### src/rtl/xb_regfile_pkg.sv
// Shared constants for the Xillybus register-file controller.
//   XB_DW / XB_AW   : stream word width and register address width
//   CTRL_* / STAT_* : named register indices used by software and the datapath
package xb_regfile_pkg;

    localparam int XB_DW = 16;
    localparam int XB_AW = 5;

    // Control (read/write) register indices
    localparam int CTRL_RUN       = 0;
    localparam int CTRL_CHMASK    = 1;
    localparam int CTRL_THR_SCALE = 2;

    // Status (read-only) register indices
    localparam int STAT_FIFO_LVL  = 16;
    localparam int STAT_OVF       = 17;

    typedef logic [XB_DW-1:0] xb_word_t;

endpackage

### src/rtl/xb_seek_ptr.sv
// Loadable auto-increment pointer.
//   clk, srst : clock and synchronous active-high reset (pointer -> 0)
//   load      : load_val replaces the current pointer
//   inc       : advance by one; combined with load, the result is load_val+1
//   ptr       : current pointer value
// WRAP=1 wraps from LIMIT-1 to 0; WRAP=0 parks at LIMIT (end-of-file marker).
module xb_seek_ptr #(
    parameter int W     = 5,
    parameter int LIMIT = 32,
    parameter int WRAP  = 1
) (
    input  logic         clk,
    input  logic         srst,
    input  logic         load,
    input  logic [W-1:0] load_val,
    input  logic         inc,
    output logic [W-1:0] ptr
);

    logic [W-1:0] ptr_reg;
    logic [W-1:0] ptr_next;
    logic [W-1:0] base;

    always_comb begin
        base     = load ? load_val : ptr_reg;
        ptr_next = base;
        if (inc) begin
            // >= also catches a parked pointer so it can never run past LIMIT
            if (int'(base) >= LIMIT - 1) begin
                ptr_next = (WRAP != 0) ? '0 : W'(LIMIT);
            end else begin
                ptr_next = base + 1'b1;
            end
        end
    end

    always_ff @(posedge clk) begin
        if (srst) begin
            ptr_reg <= '0;
        end else begin
            ptr_reg <= ptr_next;
        end
    end

    assign ptr = ptr_reg;

endmodule

### src/rtl/xb_ctrl_regfile.sv
// Register-file controller behind the control_regs_16 (write) and
// status_regs_16 (read) addressed Xillybus streams.
//   bus_clk, bus_rst               : clock, synchronous active-high reset
//   user_w_control_regs_16_*       : write stream (open/wren/data/full)
//   user_control_regs_16_addr*     : write seek
//   user_r_status_regs_16_*        : read stream (open/rden/data/empty/eof)
//   user_status_regs_16_addr*      : read seek
//   status_in                      : live status words, word k = index RO_BASE+k
//   ctrl_out                       : control register contents, word k = index k
//   ctrl_wr_strobe                 : one-cycle pulse per written control register
//   ro_violation                   : sticky, set by a write to a read-only index
module xb_ctrl_regfile
    import xb_regfile_pkg::*;
#(
    parameter int NREGS   = 32,
    parameter int RO_BASE = 16,
    parameter int WRAP    = 1
) (
    input  logic                            bus_clk,
    input  logic                            bus_rst,
    input  logic                            user_w_control_regs_16_open,
    input  logic                            user_w_control_regs_16_wren,
    input  logic [XB_DW-1:0]                user_w_control_regs_16_data,
    output logic                            user_w_control_regs_16_full,
    input  logic [$clog2(NREGS)-1:0]        user_control_regs_16_addr,
    input  logic                            user_control_regs_16_addr_update,
    input  logic                            user_r_status_regs_16_open,
    input  logic                            user_r_status_regs_16_rden,
    output logic [XB_DW-1:0]                user_r_status_regs_16_data,
    output logic                            user_r_status_regs_16_empty,
    output logic                            user_r_status_regs_16_eof,
    input  logic [$clog2(NREGS)-1:0]        user_status_regs_16_addr,
    input  logic                            user_status_regs_16_addr_update,
    input  logic [XB_DW*(NREGS-RO_BASE)-1:0] status_in,
    output logic [XB_DW*RO_BASE-1:0]        ctrl_out,
    output logic [RO_BASE-1:0]              ctrl_wr_strobe,
    output logic                            ro_violation
);

    localparam int AW    = $clog2(NREGS);
    localparam int NSTAT = NREGS - RO_BASE;

    // ---------------- write side ----------------
    logic [AW-1:0] wp;
    logic [AW-1:0] wr_idx;
    logic          wr_fire;
    logic          wr_ctrl;
    logic          wr_ro;
    logic          full_reg;
    logic          ro_violation_reg;

    assign wr_fire = user_w_control_regs_16_open & user_w_control_regs_16_wren;
    // A seek in the same cycle as a write redirects that write to the new address
    assign wr_idx  = user_control_regs_16_addr_update ? user_control_regs_16_addr : wp;
    assign wr_ctrl = wr_fire &  (int'(wr_idx) < RO_BASE);
    assign wr_ro   = wr_fire & ~(int'(wr_idx) < RO_BASE);

    xb_seek_ptr #(
        .W     (AW),
        .LIMIT (NREGS),
        .WRAP  (1)
    ) u_wp (
        .clk      (bus_clk),
        .srst     (bus_rst),
        .load     (user_control_regs_16_addr_update),
        .load_val (user_control_regs_16_addr),
        .inc      (wr_fire),
        .ptr      (wp)
    );

    // ---------------- read side ----------------
    logic [AW:0]   rp;
    logic          rp_end;
    logic          settle_reg;
    logic          r_open_reg;
    logic          open_rise;
    logic          snap_take;
    logic          empty;
    logic          rd_fire;
    xb_word_t      rd_data_reg;
    xb_word_t      rd_view [NREGS];

    assign rp_end    = (WRAP == 0) && (rp == (AW+1)'(NREGS));
    assign open_rise = user_r_status_regs_16_open & ~r_open_reg;
    assign snap_take = user_status_regs_16_addr_update | open_rise;
    assign empty     = ~user_r_status_regs_16_open | settle_reg | rp_end;
    // A read request in the seek cycle is dropped; the seek forces empty next cycle anyway
    assign rd_fire   = user_r_status_regs_16_rden & ~empty & ~user_status_regs_16_addr_update;

    xb_seek_ptr #(
        .W     (AW + 1),
        .LIMIT (NREGS),
        .WRAP  (WRAP)
    ) u_rp (
        .clk      (bus_clk),
        .srst     (bus_rst),
        .load     (user_status_regs_16_addr_update),
        .load_val ({1'b0, user_status_regs_16_addr}),
        .inc      (rd_fire),
        .ptr      (rp)
    );

    // ---------------- register banks ----------------
    for (genvar gi = 0; gi < RO_BASE; gi++) begin : g_ctrl
        xb_word_t word_reg;
        logic     strobe_reg;

        always_ff @(posedge bus_clk) begin
            if (bus_rst) begin
                word_reg   <= '0;
                strobe_reg <= 1'b0;
            end else begin
                if (wr_ctrl && (wr_idx == AW'(gi))) begin
                    word_reg <= user_w_control_regs_16_data;
                end
                strobe_reg <= wr_ctrl && (wr_idx == AW'(gi));
            end
        end

        assign ctrl_out[gi*XB_DW +: XB_DW] = word_reg;
        assign ctrl_wr_strobe[gi]          = strobe_reg;
        assign rd_view[gi]                 = word_reg;
    end

    // Status words are frozen at the start of each read sequence so a
    // multi-word read sees one coherent set.
    for (genvar gi = 0; gi < NSTAT; gi++) begin : g_snap
        xb_word_t snap_reg;

        always_ff @(posedge bus_clk) begin
            if (bus_rst) begin
                snap_reg <= '0;
            end else if (snap_take) begin
                snap_reg <= status_in[gi*XB_DW +: XB_DW];
            end
        end

        assign rd_view[RO_BASE + gi] = snap_reg;
    end

    // ---------------- control/state flops ----------------
    always_ff @(posedge bus_clk) begin
        if (bus_rst) begin
            full_reg         <= 1'b1;
            ro_violation_reg <= 1'b0;
            settle_reg       <= 1'b1;
            r_open_reg       <= 1'b0;
            rd_data_reg      <= '0;
        end else begin
            full_reg   <= 1'b0;
            settle_reg <= snap_take;
            r_open_reg <= user_r_status_regs_16_open;
            if (wr_ro) begin
                ro_violation_reg <= 1'b1;
            end
            // rd_view holds pre-write control values, giving read-before-write
            if (rd_fire) begin
                rd_data_reg <= rd_view[rp[AW-1:0]];
            end
        end
    end

    assign user_w_control_regs_16_full = bus_rst | full_reg;
    assign user_r_status_regs_16_data  = rd_data_reg;
    assign user_r_status_regs_16_empty = empty;
    assign user_r_status_regs_16_eof   = rp_end;
    assign ro_violation                = ro_violation_reg;

endmodule

### config.mk
export PLATFORM = sky130hd
export DESIGN_NAME = xb_ctrl_regfile
export DESIGN_NICKNAME = d
export VERILOG_FILES = /design/src/rtl/xb_regfile_pkg.sv /design/src/rtl/xb_seek_ptr.sv /design/src/rtl/xb_ctrl_regfile.sv
export SDC_FILE = /design/constraint.sdc
export NUM_CORES = 1
export LEC_CHECK = 0
export CAP_MARGIN = 10
export CORE_MARGIN = 2
export CORE_UTILIZATION = 25
export CTS_BUF_LIST = sky130_fd_sc_hd__clkbuf_4 sky130_fd_sc_hd__clkbuf_8
export DETAILED_ROUTE_END_ITERATION = 10
export GPL_ROUTABILITY_DRIVEN = 0
export PLACE_DENSITY_LB_ADDON = 0.15
export SYNTH_ARGS = -nofsm -noshare
export SYNTH_HDL_FRONTEND = slang
export SYNTH_SLANG_ARGS = --single-unit
### constraint.sdc
create_clock -name bus_clk -period 5.8 [get_ports bus_clk]
set_clock_uncertainty 0.15 [all_clocks]
set_input_delay 0.87 -clock bus_clk [delete_from_list [all_inputs] [get_ports bus_clk]]
set_output_delay 0.87 -clock bus_clk [all_outputs]
set_load 0.005 [all_outputs]
==> results of run 1 <==
[worst max-delay path, cell delays in order]
cell and delay [ns]:
clkdlybuf4s50_1 0.79, mux2_2 0.46, nor2_2 0.48, nand3_1 0.66
buf_4 0.44, mux2i_1 0.18, nor2_1 0.05
[power by group]
group          total, uW  internal, uW  switching [uW]  leakage (uW)
registers           4060          3980            84.7       0.00457
clock network       4030          2250            1780       0.00114
logic               1100           466             638       0.00804
[per-stage QoR]
stage | instance area (um2) | utilization (%) | hold WS, ns | worst slack [ns] | total power (uW)
5_1_grt | 33000 | 34.6 | 0.314 | 2.15 | 9600
2_1_floorplan | 24100 | - | 0.281 | 2.78 | 4700
3_5_place_dp | 30800 | 32.3 | 0.293 | 1.57 | 5270
6_report | 33000 | 34.6 | 0.298 | 2.26 | 9190
4_1_cts | 33000 | 34.6 | 0.300 | 2.32 | 9360
3_3_place_gp | 30800 | 32.3 | 0.288 | 1.56 | 5260
[area by class of cell]
| class | instances | area (um2) |
|---|---|---|
| Timing Repair Buffer | 627 | 6260 |
| Inverter | 8 | 30.0 |
| Multi-Input combinational cell | 1901 | 11800 |
| Tap cell | 1265 | 1580 |
| Fill cell | 10100 | 62300 |
| Clock inverter | 12 | 110 |
| Clock buffer | 168 | 2040 |
| Sequential cell | 559 | 11200 |
| Antenna cell | 5 | 12.5 |
[per-layer routing]
layer / share of wire [%] / track usage [%]
met2: 48 / 34.4
met3: 5.8 / 4.35
met5: 0.028 / 0
met1: 44 / 26.5
met4: 2.3 / 5.90
[synth_stat cells (4+ instances only)]
cell type | instances | area [um2]
nand3_1 | 19 | 95.1
a21oi_1 | 329 | 1650
buf_1 | 7 | 26.3
dfxtp_1 | 559 | 11200
nand2b_1 | 7 | 43.8
a22oi_1 | 129 | 968
o32ai_1 | 4 | 35.0
inv_1 | 8 | 30.0
a211oi_2 | 12 | 150
buf_4 | 32 | 240
nand2_1 | 516 | 1940
nor2_1 | 305 | 1140
mux2i_1 | 518 | 5180
a211oi_1 | 5 | 37.5
buf_6 | 9 | 101
ha_1 | 7 | 87.6
or4_1 | 16 | 120
buf_2 | 38 | 190
clkbuf_1 | 160 | 601
mux2_2 | 5 | 56.3
[cells by family after synthesis]
kind of cell / Yosys count
other: 1
and+or+nand+nor: 879
adders and majority gates: 7
muxes: 523
buffers and inverters: 260
xor gates and xnor gates: 2
DFF: 559
AOI/OAI and AO/OA: 489
[how the worst max path moves through the flow]
stage	startpoint	to	depth (start not counted)	slack [ns]
after floorplan	user_control_regs_16_addr_update	g_ctrl[15].word_reg[10]	9	2.78
after global routing	user_control_regs_16_addr_update	g_ctrl[0].word_reg[15]	7	2.15
final	user_control_regs_16_addr_update	g_ctrl[0].word_reg[13]	7	2.26
after detailed placement	user_control_regs_16_addr_update	g_ctrl[0].word_reg[12]	7	1.57
after CTS	user_control_regs_16_addr_update	g_ctrl[0].word_reg[12]	7	2.32
after global placement	user_control_regs_16_addr_update	g_ctrl[0].word_reg[12]	7	1.56
==> flow_summary.ini, run 1 <==
[min_path]
hold_end = g_snap[6].snap_reg[3]
worstHoldStart = g_snap[6].snap_reg[3]
hold_depth = 2
hold_path.class = reg -> reg

[finish]
area_delta_synth_final_pct = 36.6
final_cells = 4545
final_layout_size_suffix_gt1_share_pct = 7.85
final_cell_mix = 579 x clkdlybuf4s50_1, 558 x dfxtp_1, 518 x mux2i_1
layout_commonest_cell = clkdlybuf4s50_1
num-nets-final = 3499

[die]
io_pins = 582
fp.dieW_um = 315
rows = 113
dieHeight_um = 315
dieArea_um2 = 99100
core_area_um2 = 95300
start_util_pct = 25.3

[global_route]
track_usage_pct = 20.5
grt-ovfl-total = 0
grt_pass1_wl_mm = 149
grt_pass1_vias = 20600
grt_max_degree = 179
antenna_found_initial = 9

[setup_path]
r2r_setup_slack_ns = 2.48
start_kind = input pin
critPathKind = in -> reg
required_ns = 6.23
reg2reg_depth = 6
rr_endpoint = user_r_status_regs_16_data[9]
crit_fanout = 16
end_kind = register
arrival_ns = 3.97
rr_startpoint = u_rp.ptr[0]

[clock_network]
insertion_delay_ns = 0.75
cts_made_buffers = 105
cts_htree_levels = 3
hold_buffers = 0
cts.repair.resized = 0
cts_tree = built
cts_root_buffer = clkbuf_8
clk_path_buf_depth = 3
cts_sinks = 559
path_clk_slew_ns = 0.06
post_cts_buffers = 0

[synthesis]
synth_compound_area_share_pct = 12.0
synth_top_family_by_area = multiplexers
synth.area.mux_share_pct = 21.7
synthSimpleGateAreaFrac_pct = 14.3
syn_nets = 3017
synth_cell_types = 40
async_flop_share_pct = 0
synth_edf_count = 0
synthAdderAreaFrac_pct = 0.363
synth_xor_area_share_pct = 0.0725
ys.flop_type = dfxtp_1
ys.warnings.count = 0
syn-cell-area_um2 = 24100
syn_inst = 2720
ys_ff_latch = 559
syn_area_per_cell_um2 = 8.88
ys_seq_area_share_pct = 46.3

[status]
run_status = finished clean

[place]
dpl.hpwl_mm = 75.7
portBuffers = 580
dp_cells = 4360

[routing]
detail-route-antenna-nets = 0
routed_wirelength_mm = 106
drt-initial-drc-count = 1356
drc = 0
drtPass1Iterations = 5
vias = 21200
wl_per_cell_um = 23.4
viasPerCell = 4.66

[sta]
fin_crit_ns = 3.54
max_freq_mhz = 283
setup_viol = 0
fin_crit_sh_pct = 61.0
worstMarginPinSlew_ns = 1.10
hold_viol_final = 0
rsz0062_at_grt = false
slew_viol_final = 0
max_slew_margin_pct = 26.6
fin_tns_setup_ns = 0

[pwr]
power_leakage_uw = 0.0137
vdd_drop_max_uv = 141
cellPowerDensity_nw_per_um2 = 279

[job]
max_cap_violations = 0
Power figures use the tool's default switching activity.
==> run 2: changes to the inputs <==
==> constraint.sdc (replaced) <==
create_clock -name bus_clk -period 3.6 [get_ports bus_clk]
set_clock_uncertainty 0.15 [all_clocks]
set_input_delay 0.54 -clock bus_clk [delete_from_list [all_inputs] [get_ports bus_clk]]
set_output_delay 0.54 -clock bus_clk [all_outputs]
set_load 0.005 [all_outputs]
==> run 2 against run 1 <==
Clock-buffer cell count rose by 1; first-iteration DRC count down 0.59%; routed wire length decreased by 0.14%; critical path depth unchanged; die area unchanged; sequential power rose by 61%; flip-flop and latch count unchanged; sequential share of layout area shrank 0.57 points; clock power up 72%; via count rose by 0.85%; power rose by 66%; critical path type is now reg -> reg; highest routed layer unchanged.
==> flow_summary.ini, run 2 (synthesis results as in run 1) <==
[sta]
fin_crit_ns = 3.01
fin_crit_sh_pct = 83.6
max_slew_margin_pct = 25.4
slew_viol_final = 0
fin_tns_setup_ns = 0
setup_viol = 0
hold_viol_final = 0
worstMarginPinSlew_ns = 1.12
max_freq_mhz = 332
rsz0062_at_grt = false

[routing]
vias = 21400
wl_per_cell_um = 23.2
drt-initial-drc-count = 1348
drtPass1Iterations = 5
detail-route-antenna-nets = 0
routed_wirelength_mm = 106
viasPerCell = 4.66
drc = 0

[clock_network]
cts_root_buffer = clkbuf_8
clk_path_buf_depth = 3
cts.repair.resized = 0
insertion_delay_ns = 0.72
hold_buffers = 0
cts_sinks = 559
cts_htree_levels = 3
post_cts_buffers = 0
path_clk_slew_ns = 0.06
cts_tree = built
cts_made_buffers = 108

[global_route]
grt_max_degree = 172
grt_pass1_wl_mm = 150
grt-ovfl-total = 0
track_usage_pct = 20.7
grt_pass1_vias = 21000
antenna_found_initial = 10

[setup_path]
arrival_ns = 3.49
start_kind = register
critPathKind = reg -> reg
end_kind = register
required_ns = 4.08
crit_fanout = 21

[die]
core_area_um2 = 95300
start_util_pct = 25.3
fp.dieW_um = 315
rows = 113
dieArea_um2 = 99100
io_pins = 582
dieHeight_um = 315

[place]
dpl.hpwl_mm = 77.8
dpl_cell_area_um2 = 31200
portBuffers = 580

[finish]
area_delta_synth_final_pct = 38.9
final_layout_size_suffix_gt1_share_pct = 8.93
finish.instance_area_um2 = 33600
layout_commonest_cell = clkdlybuf4s50_1
num-nets-final = 3529
final_cell_mix = 579 x clkdlybuf4s50_1, 558 x dfxtp_1, 518 x mux2i_1
fill_cells = 10100

[status]
run_status = finished clean

[job]
max_cap_violations = 0

[pwr]
vdd_drop_max_uv = 231
cellPowerDensity_nw_per_um2 = 456
power_leakage_uw = 0.0140

[min_path]
hold_path.class = in -> reg
-- run 2: changes by cell type in the layout (fill, tap and decap cells not counted), sizes merged, moves of 2 or more --
cell | previous run | this run
clkinv | 6 | 13
inv | 9 | 11
diode | 5 | 2
buf | 48 | 75
bufinv | 1 | 4
-- run 2: per-stage QoR --
| step | power, uW | utilization [%] | cells | hold WS [ns] | worst slack, ns |
|---|---|---|---|---|---|
| 3_5_place_dp | 8530 | 32.7 | 4387 | 0.293 | 0.406 |
| 2_1_floorplan | 7580 | - | 2720 | 0.281 | 0.912 |
| 3_3_place_gp | 8530 | 32.7 | 4387 | 0.288 | 0.434 |
| 6_report | 15300 | 35.2 | 4581 | 0.0707 | 0.589 |
| 4_1_cts | 15500 | 35.2 | 4579 | 0.00986 | 0.547 |
| 5_1_grt | 16000 | 35.2 | 4580 | 0.0651 | 0.464 |
-- run 2: final cells by class --
type,instances,area [um2],share of cell area (%)
clock buffer,169,2110,6.28
sequential,559,11200,33.4
timing repair buffer,654,6630,19.8
inverter,8,30.0,0.0895
tap,1265,1580,4.72
antenna,2,5.00,0.0149
clock inverter,23,250,0.746
multi-input combinational,1901,11800,35.0
-- run 2: worst paths after layout --
kind,from,end,slack [ns],cells after the start
max reg2reg,u_rp.ptr[0],user_r_status_regs_16_data[3],0.59,7
min,bus_rst,g_ctrl[12].word_reg[13],0.07,2
max,u_rp.ptr[0],user_r_status_regs_16_data[3],0.59,7
min reg2reg,g_snap[14].snap_reg[9],g_snap[14].snap_reg[9],0.30,2
-- run 2: metal layers --
metal / wire length, um / vias to the layer above / global-route usage (%)
li1: - / 10300 / -
met3: 5620 / 138 / 4.14
met2: 50900 / 600 / 34.7
met1: 46800 / 10300 / 26.6
met5: 8 / - / 0
met4: 2950 / 2 / 6.37
-- run 2: power breakdown --
| part | total (uW) | internal, uW | switching, uW |
|---|---|---|---|
| Clock | 6920 | 4000 | 2920 |
| Sequential | 6540 | 6410 | 128 |
| Combinational | 1830 | 789 | 1050 |
| Total | 15300 | 11200 | 4100 |
-- run 2: worst max-delay path: stages (launching register included) --
cell	delay (ns)
dfxtp_4	0.62
buf_12	0.22
buf_4	0.33
mux2i_1	0.12
a22oi_1	0.38
a21oi_1	0.25
or4_1	0.58
a211oi_2	0.23
